## config.mk

```make
export PLATFORM = sky130hd
export DESIGN_NAME = az_sequencer_flat
export DESIGN_NICKNAME = d
export VERILOG_FILES = /design/src/rtl/az_sequencer_if.sv /design/src/rtl/az_sequencer.sv /design/src/flat_wrapper.sv
export SDC_FILE = /design/constraint.sdc
export NUM_CORES = 1
export LEC_CHECK = 0
export CAP_MARGIN = 20
export CORE_UTILIZATION = 40
export DETAILED_ROUTE_END_ITERATION = 16
export PLACE_DENSITY = 0.62
export RECOVER_POWER = 50
export SLEW_MARGIN = 15
export SYNTH_ARGS = -nofsm -noshare
export SYNTH_HDL_FRONTEND = slang
export SYNTH_SLANG_ARGS = --single-unit
```

## constraint.sdc

```tcl
create_clock -name clk -period 6 [get_ports clk]
set_input_delay 0.9 -clock clk [delete_from_list [all_inputs] [get_ports clk]]
set_output_delay 0.9 -clock clk [all_outputs]
set_load 0.03 [all_outputs]
```

## src/rtl/az_sequencer_if.sv

```systemverilog
// Auto-zero sequencer bus: register-bank configuration, ADC start/done
// handshake and the mux / sample outputs, bundled for the DMM top level.
interface az_sequencer_if;
   logic        enable;
   logic [31:0] clk_settle_duration;
   logic [31:0] clk_timeout;
   logic        adc_measure_done;
   logic        adc_measure_start;
   logic [3:0]  azmux;
   logic        pc_sw;
   logic        sample_valid;
   logic        sample_phase;
   logic [31:0] az_count;
   logic        error;
   logic [3:0]  monitor;

   // Register bank / ADC side
   modport master (
      output enable, clk_settle_duration, clk_timeout, adc_measure_done,
      input  adc_measure_start, azmux, pc_sw, sample_valid, sample_phase,
             az_count, error, monitor
   );

   // Sequencer side
   modport slave (
      input  enable, clk_settle_duration, clk_timeout, adc_measure_done,
      output adc_measure_start, azmux, pc_sw, sample_valid, sample_phase,
             az_count, error, monitor
   );
endinterface

```

## src/rtl/az_sequencer.sv

```systemverilog
// Auto-zero sequencer: alternates HI (signal) and LO (zero) conversions,
// switching the input mux, waiting out the settle time, triggering the ADC
// and strobing each completed conversion.
//
// state    | meaning
// ---------+---------------------------------------------------------
// S_IDLE   | mux on LO, precharge off; waits for enable with no error
// S_SWITCH | mux/precharge set for the current phase, settle loaded
// S_SETTLE | settle countdown, clk_settle_duration + 1 cycles
// S_START  | adc_measure_start held high for START_CYCLES cycles
// S_WAIT   | waiting for a done rising edge, optional timeout
// S_DONE   | sample strobe, pair count, phase toggle
module az_sequencer #(
   parameter logic [3:0] AZMUX_HI     = 4'b0001,
   parameter logic [3:0] AZMUX_LO     = 4'b0010,
   parameter int         START_CYCLES = 2
) (
   input logic          clk,
   input logic          reset,
   az_sequencer_if.slave bus
);

   localparam int SCW = $clog2(START_CYCLES + 1);
   localparam logic [SCW-1:0] START_LAST = SCW'(START_CYCLES - 1);

   typedef enum logic [2:0] {
      S_IDLE, S_SWITCH, S_SETTLE, S_START, S_WAIT, S_DONE
   } state_t;

   typedef enum logic {PH_LO = 1'b0, PH_HI = 1'b1} phase_t;

   state_t         state, state_next;
   phase_t         phase;
   logic           done_prev;
   logic           done_seen;
   logic           done_rise;
   logic           timeout_hit;
   logic [31:0]    settle_cnt;
   logic [31:0]    to_cnt;
   logic [SCW-1:0] start_cnt;
   logic           sample_phase_q;
   logic [31:0]    az_count_q;
   logic           error_q;

   // Only a 0->1 transition of done counts; the level is ambiguous after ADC reset.
   assign done_rise = !done_prev && bus.adc_measure_done;

   // The counter is loaded at START entry; firing at 1 lands the error
   // exactly clk_timeout cycles after entry.
   assign timeout_hit = (state == S_WAIT) && (bus.clk_timeout != 32'd0) &&
                        (to_cnt <= 32'd1) && !done_rise && !done_seen;

   // State register
   always_ff @(posedge clk) begin
      if (reset) state <= S_IDLE;
      else       state <= state_next;
   end

   // Next-state and phase-derived outputs
   always_comb begin
      state_next            = state;
      bus.adc_measure_start = 1'b0;
      bus.sample_valid      = 1'b0;
      bus.azmux             = AZMUX_LO;
      bus.pc_sw             = 1'b0;
      case (state)
         S_IDLE:   if (bus.enable && !error_q) state_next = S_SWITCH;
         S_SWITCH: state_next = S_SETTLE;
         S_SETTLE: if (settle_cnt == 32'd0) state_next = S_START;
         S_START: begin
            bus.adc_measure_start = 1'b1;
            if (start_cnt == START_LAST) state_next = S_WAIT;
         end
         S_WAIT: begin
            if (done_rise || done_seen) state_next = S_DONE;
            else if (timeout_hit)       state_next = S_IDLE;
         end
         S_DONE: begin
            bus.sample_valid = 1'b1;
            state_next       = bus.enable ? S_SWITCH : S_IDLE;
         end
         default: state_next = S_IDLE;
      endcase
      // Mux is a function of phase only, so it cannot move between SWITCH and DONE.
      if (state != S_IDLE && phase == PH_HI) begin
         bus.azmux = AZMUX_HI;
         bus.pc_sw = 1'b1;
      end
   end

   // Counters, phase, done edge tracking and sticky status
   always_ff @(posedge clk) begin
      if (reset) begin
         phase          <= PH_HI;
         done_prev      <= 1'b1;
         done_seen      <= 1'b0;
         settle_cnt     <= 32'd0;
         to_cnt         <= 32'd0;
         start_cnt      <= '0;
         sample_phase_q <= 1'b0;
         az_count_q     <= 32'd0;
         error_q        <= 1'b0;
      end else begin
         done_prev <= bus.adc_measure_done;
         case (state)
            S_IDLE: if (state_next == S_SWITCH) phase <= PH_HI;
            S_SWITCH: settle_cnt <= bus.clk_settle_duration;
            S_SETTLE: begin
               if (settle_cnt != 32'd0) begin
                  settle_cnt <= settle_cnt - 32'd1;
               end else begin
                  to_cnt    <= bus.clk_timeout;
                  start_cnt <= '0;
                  done_seen <= 1'b0;
               end
            end
            S_START: begin
               start_cnt <= start_cnt + 1'b1;
               if (to_cnt != 32'd0) to_cnt <= to_cnt - 32'd1;
               // ADC may finish fast; keep the edge for WAIT.
               if (done_rise) done_seen <= 1'b1;
            end
            S_WAIT: begin
               if (to_cnt != 32'd0) to_cnt <= to_cnt - 32'd1;
               if (done_rise || done_seen) sample_phase_q <= phase;
               if (timeout_hit) error_q <= 1'b1;
            end
            S_DONE: begin
               if (phase == PH_LO) az_count_q <= az_count_q + 32'd1;
               phase <= (phase == PH_HI) ? PH_LO : PH_HI;
            end
            default: ;
         endcase
      end
   end

   assign bus.sample_phase = sample_phase_q;
   assign bus.az_count     = az_count_q;
   assign bus.error        = error_q;
   // Phase bit is masked in IDLE so the debug word reads zero out of reset.
   assign bus.monitor      = {error_q, bus.sample_valid, bus.adc_measure_start,
                              (state != S_IDLE) && (phase == PH_HI)};

endmodule

```

## src/flat_wrapper.sv

```systemverilog
// flat-port wrapper written by rule: the top's interface ports become plain ports
module az_sequencer_flat 
#(
   parameter logic [3:0] AZMUX_HI     = 4'b0001,
   parameter logic [3:0] AZMUX_LO     = 4'b0010,
   parameter int         START_CYCLES = 2
)
  (clk, reset, bus_enable, bus_clk_settle_duration, bus_clk_timeout, bus_adc_measure_done, bus_adc_measure_start, bus_azmux, bus_pc_sw, bus_sample_valid, bus_sample_phase, bus_az_count, bus_error, bus_monitor);
  az_sequencer_if bus_i ();
  input logic clk;
  input logic reset;
  input wire logic [$bits(bus_i.enable)-1:0] bus_enable;
  input wire logic [$bits(bus_i.clk_settle_duration)-1:0] bus_clk_settle_duration;
  input wire logic [$bits(bus_i.clk_timeout)-1:0] bus_clk_timeout;
  input wire logic [$bits(bus_i.adc_measure_done)-1:0] bus_adc_measure_done;
  output wire logic [$bits(bus_i.adc_measure_start)-1:0] bus_adc_measure_start;
  output wire logic [$bits(bus_i.azmux)-1:0] bus_azmux;
  output wire logic [$bits(bus_i.pc_sw)-1:0] bus_pc_sw;
  output wire logic [$bits(bus_i.sample_valid)-1:0] bus_sample_valid;
  output wire logic [$bits(bus_i.sample_phase)-1:0] bus_sample_phase;
  output wire logic [$bits(bus_i.az_count)-1:0] bus_az_count;
  output wire logic [$bits(bus_i.error)-1:0] bus_error;
  output wire logic [$bits(bus_i.monitor)-1:0] bus_monitor;
  assign bus_i.enable = bus_enable;
  assign bus_i.clk_settle_duration = bus_clk_settle_duration;
  assign bus_i.clk_timeout = bus_clk_timeout;
  assign bus_i.adc_measure_done = bus_adc_measure_done;
  assign bus_adc_measure_start = bus_i.adc_measure_start;
  assign bus_azmux = bus_i.azmux;
  assign bus_pc_sw = bus_i.pc_sw;
  assign bus_sample_valid = bus_i.sample_valid;
  assign bus_sample_phase = bus_i.sample_phase;
  assign bus_az_count = bus_i.az_count;
  assign bus_error = bus_i.error;
  assign bus_monitor = bus_i.monitor;
  az_sequencer #(.AZMUX_HI(AZMUX_HI), .AZMUX_LO(AZMUX_LO), .START_CYCLES(START_CYCLES)) u_core (.clk(clk), .reset(reset), .bus(bus_i));
endmodule
```

# Word level (Yosys, flattened, before mapping)
# Index checks and enable logic that the tools add are counted.
op_classes:
  n_addsub: 4
  multipliers: 0
  div_mod_pow: 0
  n_lt_le_gt_ge: 1
  n_eq_ne: 12
  shift: 0
  n_mux: 24
  n_bitwise: 1
  n_reduce_logical: 31
ops:
  columns: ["cell", "n"]
  rows:
  - ["one-hot mux 32 bit (2 select lines)", 2]
  - ["two-way mux 32 bit", 3]
  - ["nonzero test 32 bit", 3]
  - ["subtractor 32 x 1 -> 32 bit, second input constant", 2]
  - ["adder 32 x 1 -> 32 bit, second input constant", 1]
  - ["less-or-equal comparator 32 x 1 -> 1 bit, second input constant", 1]
  - ["logical NOT 32 bit", 1]
  - ["one-hot mux 3 bit (6 select lines)", 1]
  - ["two-way mux 3 bit", 5]
  - ["AND reduction 2 bit", 6]
  - ["two-way mux 1 bit", 8]
  - ["!= test 2 x 1 -> 1 bit, second input constant", 4]
  - ["nonzero test 2 bit", 4]
  - ["logical AND 1 bit", 7]
  - ["equality test 3 x 1 -> 1 bit, second input constant", 2]
  - ["equality test 3 x 2 -> 1 bit, second input constant", 2]
  - ["equality test 3 bit, second input constant", 2]
  - ["AND reduction 3 bit", 2]
  - ["logical NOT 1 bit", 4]
  - ["two-way mux 2 bit", 2]
  - ["one-hot mux 1 bit (2 select lines)", 2]
  - ["one-hot mux 2 bit (2 select lines)", 1]
  - ["logical NOT 3 bit", 1]
  - ["nonzero test 3 bit", 1]
  - ["other kinds (6)", 6]
word_totals:
  register_bits: 106
  latchBits: 0
  ram_bits: 0
  romBits: 0
  input_bits: 68
  word_cells: 83
  n_memories: 0

# Longest topological paths before layout
depth:
  depth_word: 11
  depth_mapped: 12
  ltp_nobuf: 8

# Least setup slack after synthesis
# Ideal clock, no wire load.
synth_timing:
  path_type: "register -> output"
  startpoint: "reg u_core.state[2]"
  endpoint: "out bus_azmux[0]"
  t_arrival_ps: 2041
  t_required_ps: 5100
  path_slack_ps: 3059
  stages_incl_launch_ff: 5
  path_cell_list: "dfxtp_1 -> clkbuf_1 -> o31ai_1 -> inv_1 -> buf_4"
synth_via:
  elab_chain_cells: 3
synth_rtl:
  columns: ["item", "line_no", "rtl"]
  rows:
  - ["from (decl)", "az_sequencer.sv:32", "state_t state, state_next;"]
  - ["from (signal assigned)", "az_sequencer.sv:56", "else state <= state_next;"]
  - ["nonzero test 3 bit", "az_sequencer.sv:85", "if (state != S_IDLE && phase == PH_HI) begin"]
  - ["logical AND 1 bit", "az_sequencer.sv:85", null]
  - ["two-way mux 2 bit", "az_sequencer.sv:85", null]
  - ["to (decl)", "flat_wrapper.sv:17", "output wire logic [$bits(bus_i.azmux)-1:0] bus_azmux;"]
# No other way between the ends.

==> metrics.cfg <==
[floorplan]
fp.coreArea_sq_um = 14800
ios = 113
dieArea_sq_um = 15900
die_w_um = 126
initial_utilization = 0.417
die_y_um = 126
rows = 44

[logic_synthesis]
synth-seq-area-share = 0.345
synth_edf_count = 0
ys.flop_type = dfxtp_1
synthArstFlopShare = 0
netlist_area_sq_um = 6150
syn-mean-instance-area_sq_um = 7.36
synth.distinct_cells = 63
yosys_warnings = 0
netlist_instances = 835
synth.ff_latch_count = 106

[final_layout]
antennaDiodeCount = 0
fin_util = 0.511
final_nets = 974
drive_gt1_frac = 0.0464
final_common_cell = dfxtp_1
final_cell_mix = 106 x dfxtp_1, 97 x nor2_1, 94 x nand2_1
stdcell_count = 1089
syn2layout_area_growth_pct = 22.6

[global_routing]
grt_pass1_wl_um = 28500
grt_use_total = 0.218
grt_max_degree = 82
gr-total-overflow = 0
antenna_found_initial = 0
grt_pass1_vias = 5875

[timing]
post-route-min-period_ns = 3.89
clock_skew_ns = 0.00875
slew_headroom = -1.11
rsz0062_at_grt = no
tns_ns = 0
tightest_slew_ns = 3.16
report.final.slew_viol_count = 71
report.final.setup_viol = 0
maxClockFrequency_mhz = 257
fin_crit_sh = 0.649
hold_viol = 0

[cts]
cts-resized-gates = 0
clockRootBuffer = clkbuf_16
clock_path_buffers = 2
cts_max_level = 3
cts_tree = done
cts_inserted_buffers = 9
postCtsSetupBuffers = 0
clk_latency_ns = 0.36
clkSinkCount = 106
path_clk_slew_ns = 0.07
hold_buffers = 0

[power_and_ir_drop]
max-vdd-ir-drop_uv = 152
power.density_nw_per_um2 = 261
p_leak_nw = 2.83

[drt]
num_vias = 6322
drtIter0Drc = 515
viasPerCell = 5.81
drt_pass1_iterations = 5
postRouteAntennaNets = 0
drc = 0
avgRoutedWirePerCell_um = 15.6
wl_um = 17000

[critical_path]
crit_type = in -> reg
crit_fanout = 70
end_kind = register
worst_ep_required_time_ns = 6.25
crit_arrival_ns = 4.14
startpoint_type = input pin

[placed_design]
port_buffers = 110
dp.cells = 1073
gp_congestion = 0.867
dp_hpwl_um = 11900

[min_path]
hp-class = reg -> reg

[run]
drv_cap = 1

[outcome]
violations = max-capacitance violations, max-slew violations
status = complete, but fails checks

[final cells by class]
type | count | area (sq um)
Timing Repair Buffer | 118 | 1150
Clock inverter | 7 | 82.6
Multi-Input combinational cell | 647 | 3660
Fill cell | 1449 | 7220
Tap cell | 184 | 230
Clock buffer | 9 | 225
Sequential cell | 106 | 2120
Inverter | 18 | 67.6
[synth_stat cells, drive strengths merged (2+ instances only)]
| library cell | n | area (sq um) |
|---|---|---|
| and4 | 5 | 43.8 |
| a31oi | 5 | 31.3 |
| a21oi | 88 | 440 |
| xnor2 | 5 | 43.8 |
| a32o | 2 | 20.0 |
| o21a | 6 | 52.6 |
| o31a | 4 | 35.0 |
| nand2b | 5 | 31.3 |
| a22oi | 11 | 82.6 |
| nand4 | 13 | 81.3 |
| o31ai | 13 | 97.6 |
| or3b | 2 | 17.5 |
| nor3b | 4 | 30.0 |
| nor2 | 97 | 364 |
| o41ai | 6 | 71.3 |
| and3 | 8 | 50.1 |
| buf | 18 | 135 |
| and2 | 6 | 37.5 |
| nand3b | 2 | 15.0 |
| xor2 | 20 | 175 |
| clkbuf | 47 | 176 |
| o32ai | 4 | 42.6 |
| or4b | 3 | 30.0 |
| a211oi | 7 | 52.6 |
| ha | 6 | 75.1 |
| nand2 | 94 | 353 |
| dfxtp | 106 | 2120 |
| nor4 | 28 | 181 |
| a21o | 5 | 37.5 |
| or3 | 16 | 100 |
| or2 | 9 | 56.3 |
| o21ai | 80 | 404 |
| a22o | 4 | 35.0 |
| a31o | 10 | 87.6 |
| nand3 | 23 | 115 |
| a221oi | 2 | 17.5 |
| inv | 17 | 63.8 |
| mux2i | 2 | 20.0 |
| or4 | 14 | 113 |
| nor3 | 30 | 150 |
[sequential cells by signal, summed over array words and instances, names as in the netlist]
signal	flops
u_core.bus.az_count	32
u_core.settle_cnt	32
u_core.to_cnt	32
u_core.state	3
u_core.start_cnt	2
u_core.bus.error	1
u_core.bus.sample_phase	1
u_core.done_prev	1
u_core.done_seen	1
u_core.phase	1
[worst paths after layout]
check             depth (start not counted)                                  to                                from  slack (ns)
setup / recovery                          4       u_core.to_cnt[6]$_SDFFE_PP0P_                               reset        2.11
hold / removal                            2  u_core.settle_cnt[28]$_SDFFE_PP0P_  u_core.settle_cnt[28]$_SDFFE_PP0P_        0.48
setup reg to reg                          8  u_core.settle_cnt[25]$_SDFFE_PP0P_   u_core.settle_cnt[0]$_SDFFE_PP0P_        2.65
hold reg to reg                           2  u_core.settle_cnt[28]$_SDFFE_PP0P_  u_core.settle_cnt[28]$_SDFFE_PP0P_        0.48
[critical path, stage by stage]
cell	delay (ns)
buf_4	0.34
clkbuf_1	2.28
nor3_1	0.25
a31o_1	0.32
[power breakdown]
group / leakage, nW / switching (mW) / internal (mW)
Clock: 0.150 / 0.288 / 0.332
Sequential: 0.858 / 0.0373 / 0.737
Combinational: 1.82 / 0.363 / 0.207
Total: 2.83 / 0.688 / 1.28
[metal layers]
metal	part of all wire	global-route usage	up-vias	wire length (um)
met1	0.47	0.293	2964	8010
li1	-	-	3143	-
met2	0.46	0.354	196	7910
met5	0	0	-	0
met4	0.011	0.0595	0	188
met3	0.055	0.0450	19	930
[cells by family (layout without fill, tap and decap cells)]
kind of cell | count (synthesis) | in the layout | share of synthesized area
XOR/XNOR | 25 | 25 | 0.0356
buffers and inverters | 83 | 152 | 0.0617
other | 1 | 2 | 0.000610
AND/OR/NAND/NOR | 363 | 363 | 0.293
flip-flops | 106 | 106 | 0.345
AO/OA/AOI/OAI | 249 | 249 | 0.248
adder cells (fa/ha/maj) | 6 | 6 | 0.0122
multiplexers | 2 | 2 | 0.00326
[stage by stage]
step	instance area, sq um	setup slack (ns)	hold slack (ns)	power (mW)
floorplan	6150	3.06	0.448	1.19
global placement	7240	2.84	0.458	1.34
detailed placement	7240	2.74	0.472	1.35
CTS	7550	2.71	0.483	1.98
global route	7540	1.78	0.503	2.08
finish	7540	2.11	0.481	1.96
Note: power is estimated with default switching activity, not from simulation.
